`config.mk`:
```
export PLATFORM = sky130hd
export DESIGN_NAME = muldiv_unit
export DESIGN_NICKNAME = d
export VERILOG_FILES = /design/src/rtl/definitions_pkg.sv /design/src/rtl/muldiv_unit.sv
export SDC_FILE = /design/constraint.sdc
export NUM_CORES = 1
export LEC_CHECK = 0
export BUFFER_PORTS_ARGS = -buffer_cell sky130_fd_sc_hd__buf_2
export CAP_MARGIN = 20
export CORE_ASPECT_RATIO = 2
export CORE_UTILIZATION = 50
export DETAILED_ROUTE_END_ITERATION = 8
export PLACE_DENSITY = 0.7
export SYNTH_ARGS = -nofsm -noshare
export SYNTH_HDL_FRONTEND = slang
export SYNTH_SLANG_ARGS = --single-unit
```
`constraint.sdc`:
```
create_clock -name clk -period 5.8 [get_ports clk]
set_input_delay 1.74 -clock clk [delete_from_list [all_inputs] [get_ports clk]]
set_output_delay 1.74 -clock clk [all_outputs]
set_load 0.02 [all_outputs]
```
`src/rtl/definitions_pkg.sv`:
```
// Shared decode types for the execute stage: RV32M operation selector encoded as funct3.
package definitions_pkg;

  typedef enum logic [2:0] {
    MD_MUL    = 3'b000,
    MD_MULH   = 3'b001,
    MD_MULHSU = 3'b010,
    MD_MULHU  = 3'b011,
    MD_DIV    = 3'b100,
    MD_DIVU   = 3'b101,
    MD_REM    = 3'b110,
    MD_REMU   = 3'b111
  } muldiv_e;

  // Kept outside the enum body so the 'x value cannot alias a legal encoding.
  localparam muldiv_e MD_XXX = muldiv_e'(3'bxxx);

  function automatic logic op_signed_a(input muldiv_e op);
    return op inside {MD_MULH, MD_MULHSU, MD_DIV, MD_REM};
  endfunction

  function automatic logic op_signed_b(input muldiv_e op);
    return op inside {MD_MULH, MD_DIV, MD_REM};
  endfunction

endpackage

```
`src/rtl/muldiv_unit.sv`:
```
// Iterative RV32M multiply/divide: shift-add multiply and restoring divide sharing
// one 2*XLEN working register, fixed XLEN-cycle latency, special cases in one cycle.
module muldiv_unit
  import definitions_pkg::*;
#(
  parameter int unsigned XLEN = 32
) (
  input  logic            clk,
  input  logic            rst,
  input  logic            start_i,
  input  logic            flush_i,
  input  muldiv_e         op_i,
  input  logic [XLEN-1:0] a_i,
  input  logic [XLEN-1:0] b_i,
  output logic            busy_o,
  output logic            done_o,
  output logic [XLEN-1:0] result_o
);

  localparam int unsigned CW = $clog2(XLEN + 1);

  localparam logic [1:0] S_IDLE = 2'd0;
  localparam logic [1:0] S_BUSY = 2'd1;
  localparam logic [1:0] S_DONE = 2'd2;

  logic [1:0]        state;
  logic [CW-1:0]     cnt;
  logic [2*XLEN-1:0] work;
  logic [XLEN-1:0]   opnd;
  muldiv_e           op_q;
  logic              neg_res;
  logic              neg_rem;
  logic [XLEN-1:0]   result_q;

  logic              accept;
  logic              a_neg, b_neg;
  logic [XLEN-1:0]   a_mag, b_mag;
  logic              div_zero, ovf, special;
  logic [XLEN-1:0]   special_res;

  logic [XLEN:0]     sum;
  logic [XLEN:0]     rem_sh;
  logic [XLEN:0]     diff;
  logic              ge;
  logic [2*XLEN-1:0] mul_nxt, div_nxt, work_nxt, prod;
  logic [XLEN-1:0]   quo, remd, final_res;

  assign accept = start_i && !flush_i && (state == S_IDLE || state == S_DONE);

  always_comb begin
    a_neg    = op_signed_a(op_i) && a_i[XLEN-1];
    b_neg    = op_signed_b(op_i) && b_i[XLEN-1];
    a_mag    = a_neg ? -a_i : a_i;
    b_mag    = b_neg ? -b_i : b_i;
    div_zero = op_i[2] && (b_i == '0);
    ovf      = (op_i == MD_DIV || op_i == MD_REM) &&
               (a_i == {1'b1, {(XLEN-1){1'b0}}}) && (b_i == '1);
    special  = div_zero || ovf;
    // op_i[1] distinguishes REM/REMU from DIV/DIVU within the divide group
    if (div_zero) special_res = op_i[1] ? a_i : '1;
    else          special_res = op_i[1] ? '0 : {1'b1, {(XLEN-1){1'b0}}};
  end

  always_comb begin
    sum     = {1'b0, work[2*XLEN-1:XLEN]} + (work[0] ? {1'b0, opnd} : '0);
    mul_nxt = {sum, work[XLEN-1:1]};
    // The partial remainder stays below the divisor, so the shifted value fits in
    // XLEN+1 bits and the top bit of the difference is the borrow.
    rem_sh  = work[2*XLEN-1:XLEN-1];
    diff    = rem_sh - {1'b0, opnd};
    ge      = !diff[XLEN];
    div_nxt = {ge ? diff[XLEN-1:0] : rem_sh[XLEN-1:0], work[XLEN-2:0], ge};
    work_nxt = op_q[2] ? div_nxt : mul_nxt;

    prod = neg_res ? -work_nxt : work_nxt;
    quo  = neg_res ? -work_nxt[XLEN-1:0] : work_nxt[XLEN-1:0];
    remd = neg_rem ? -work_nxt[2*XLEN-1:XLEN] : work_nxt[2*XLEN-1:XLEN];
    case (op_q)
      MD_MUL:                       final_res = prod[XLEN-1:0];
      MD_MULH, MD_MULHSU, MD_MULHU: final_res = prod[2*XLEN-1:XLEN];
      MD_DIV, MD_DIVU:              final_res = quo;
      default:                      final_res = remd;
    endcase
  end

  always_ff @(posedge clk or posedge rst) begin
    if (rst) begin
      state    <= S_IDLE;
      cnt      <= '0;
      work     <= '0;
      opnd     <= '0;
      op_q     <= MD_MUL;
      neg_res  <= 1'b0;
      neg_rem  <= 1'b0;
      result_q <= '0;
    end else if (accept) begin
      op_q    <= op_i;
      opnd    <= op_i[2] ? b_mag : a_mag;
      work    <= {{XLEN{1'b0}}, op_i[2] ? a_mag : b_mag};
      neg_res <= a_neg ^ b_neg;
      neg_rem <= a_neg;
      cnt     <= '0;
      if (special) begin
        result_q <= special_res;
        state    <= S_DONE;
      end else begin
        state    <= S_BUSY;
      end
    end else if (flush_i) begin
      state <= S_IDLE;
    end else begin
      case (state)
        S_BUSY: begin
          work <= work_nxt;
          cnt  <= cnt + 1'b1;
          if (cnt == CW'(XLEN - 1)) begin
            result_q <= final_res;
            state    <= S_DONE;
          end
        end
        S_DONE:  state <= S_IDLE;
        S_IDLE:  state <= S_IDLE;
        default: state <= S_IDLE;
      endcase
    end
  end

  assign busy_o   = (state == S_BUSY);
  assign done_o   = (state == S_DONE);
  assign result_o = result_q;

endmodule

```
==> results.ini <==
[status]
status = finished, final reports clean

[route]
post_drt_wl_per_cell_um = 29.2
ant_nets = 0
drc = 0
dr_total_vias = 18700
vias_per_cell = 6.95
drt_first_pass_iters = 6
drt_iter0_markers = 1829
wl_um = 78700

[logic_synthesis]
synth_top_area_cell = dfrtp_1
synth-warning-count = 0
synth_edf_count = 0
synthesis.nets = 2301
yosysTopAreaCellShare = 0.221
syn_inst = 2158
ys_top_cells_by_area = dfrtp_1 (22%), o21ai_0 (6.7%), nand2_1 (6.2%), ha_1 (5.5%), a21oi_1 (5.3%)
yosys_most_used_dff = dfrtp_1
synth_cell_types = 108
syn_area_per_cell_um2 = 7.41
synth_area_mm2 = 0.0160
ys_ff_latch = 141
yosysSeqAreaShare = 0.221
async_reset_ff_frac = 1.00

[grt]
grt_overflow = 0
grt_start_max_net_pins = 78
grt_pass1_wl_um = 118000
antenna_found_initial = 6
grt_pass1_vias = 18400
grt_use_total = 0.500

[timing]
maxSlewViolCount = 0
hold_violations = 0
relSlewSlack = 0.172
setup_viol = 0
tightestPinTransition_ns = 1.23
fmax_mhz = 177
fin_crit_sh = 0.974
setup_slack_ns = 0.153
rsz0062_at_grt = yes
finClkSkew_ns = 0.0131
min_period_ns = 5.65

[place]
port-buffer-count = 104
hpwl_um = 61100
dp_slack_ns = 0.261
post-place-cells = 2654
place.gp.congestion = 1.12

[final_layout]
final_cells = 2690
areaGrowthSynthToFinish_pct = 12.4
drive_gt1_frac = 0.140
fin_nets = 2394
nFillCells = 3164

[clock_tree]
htree_levels = 4
cts_root_buf = clkbuf_16
clockBufferDepth = 2
cts_resized = 0
clk_latency_ns = 0.47
cts_made_buffers = 17
post_cts_buffers = 0
clock_sinks = 141
cts_tree = yes
clk_pin_slew_ns = 0.07
postCtsHoldBufs = 0

[worst_setup_path]
required_ns = 6.18
timing.critical_path.max_delay_family = compound AO/OA/AOI/OAI gates
worstSetupPathType = register to register
worstPathArrival_ns = 6.03
r2r_slack_ns = 0.15
critPathMaxFanout = 30
critPathMaxStageDelay_ns = 0.80
cp.buffers_inverters = 2
cp-end-kind = register
cp-start-kind = register
crit_path_top_delay_cell = a311oi_1
path_cells = buf_12 -> and2_1 -> ha_1 -> buf_4 -> a21oi_1 -> o21ai_0 -> nor2b_1 -> nor3_1 -> xnor2_1 -> nor3_1 -> a311oi_1 -> or2_0 -> or3_1 -> o21ai_0 -> a2111oi_0 -> o21ai_0 -> a22oi_1
cpMostUsedCell = o21ai_0

[floorplan]
core_area_mm2 = 0.0315
fp.dieH_um = 255
dieArea_mm2 = 0.0328
die_w_um = 128
io_pins = 105
rows = 92
start_util = 0.507

[pwr]
ir_drop_uv = 256
total_power_mw = 10.2
p_per_area_mw_per_mm2 = 570
p_leak_nw = 7.61

[worst_hold_path]
min_path_type = register to register

[flow_run]
cap_viol_max_count = 0

## synthesized netlist by cell type (all sizes together) (5+ instances only)
master,n
a2111oi,6
nor3b,11
a21oi,173
nand2,267
a21o,27
xnor2,88
or4,6
nor2,177
nand3,38
o21ai,230
inv,65
and2,45
o21bai,9
nand3b,5
o211ai,54
and3,15
mux2,10
nand2b,18
nor4,22
nor3,50
a21boi,11
a221oi,13
ha,70
a22o,21
o21a,13
dfrtp,141
a31oi,29
nand4,38
buf,34
o22ai,5
a311oi,7
xor2,82
or3,20
clkbuf,99
mux2i,38
o2111ai,8
or2,14
o221ai,30
o31ai,34
a22oi,6
a211oi,33
nor2b,20
o211a,5
o41ai,8
## placed cells by master, fill, tap and decap left out, types with 28 or more instances in the layout
| master | count |
|---|---|
| dfrtp_1 | 140 |
| mux2i_1 | 38 |
| inv_1 | 63 |
| a21oi_1 | 169 |
| xor2_1 | 82 |
| buf_4 | 98 |
| a211oi_1 | 28 |
| nand2_1 | 266 |
| nor2_1 | 173 |
| o31ai_1 | 31 |
| ha_1 | 67 |
| nand4_1 | 38 |
| buf_2 | 104 |
| xnor2_1 | 88 |
| o21ai_0 | 213 |
| and2_1 | 45 |
| a31oi_1 | 28 |
| nand3_1 | 36 |
| nor3_1 | 49 |
| o211ai_1 | 53 |
## stage by stage
| step | TNS (ns) | util | instance area, µm² | hold WS, ns |
|---|---|---|---|---|
| after global placement | 0 | 0.550 | 17300 | 0.458 |
| after detailed placement | 0 | 0.550 | 17300 | 0.461 |
| after CTS | 0 | 0.568 | 17900 | 0.476 |
| after global routing | -0.0485 | 0.570 | 18000 | 0.502 |
| after floorplan | 0 | - | 16000 | 0.464 |
| final | 0 | 0.570 | 18000 | 0.473 |
## cell type report
type,count,area [µm²],area share
Antenna cell,3,7.51,0.000417
Clock buffer,19,453,0.0252
Clock inverter,13,129,0.00716
Inverter,67,256,0.0143
Multi-Input combinational cell,1817,11700,0.652
Sequential cell,141,3530,0.196
Tap cell,423,529,0.0294
Timing Repair Buffer,207,1340,0.0747
## power by group
group          switching (mW)  internal [mW]  leakage (nW)
clock network           0.510          0.620         0.281
logic                    4.98           2.60          5.49
registers               0.326           1.22          1.84
total                    5.81           4.43          7.61
## cell families after synthesis
logic type,count (synthesis),synth area share
compound gates,763,0.316
flops,141,0.221
simple gates,764,0.231
mux,48,0.0308
fa+ha+maj,72,0.0573
buf+inv,200,0.0508
xor+xnor,170,0.0931
## path summary, 6_finish.rpt
check,startpoint,end,cells after the start
worst max-delay path,work[0],result_o[20],17
worst min-delay path,result_o[5],result_o[5],1
worst max register to register,work[0],result_o[20],17
worst min register to register,result_o[5],result_o[5],1
max in group asynchronous,rst,result_o[2],3
min in group asynchronous,rst,opnd[24],2
## metal layers
layer / vias to the layer above / part of all wire / GRT usage / wire length (µm)
met4: 6 / 0.13 / 0.550 / 10600
met3: 532 / 0.083 / 0.174 / 6560
met2: 1174 / 0.47 / 0.821 / 37300
li1: 8162 / - / - / -
met5: - / 0.00058 / 0 / 46
met1: 8828 / 0.31 / 0.454 / 24200
## flip-flops by register name, indices dropped and copies added, names as in the netlist
name      flops
result_o     32
cnt           6
work         64
op_q          3
neg_res       1
neg_rem       1
opnd         32
state         2
No activity file was read; power rests on OpenSTA's default activity.
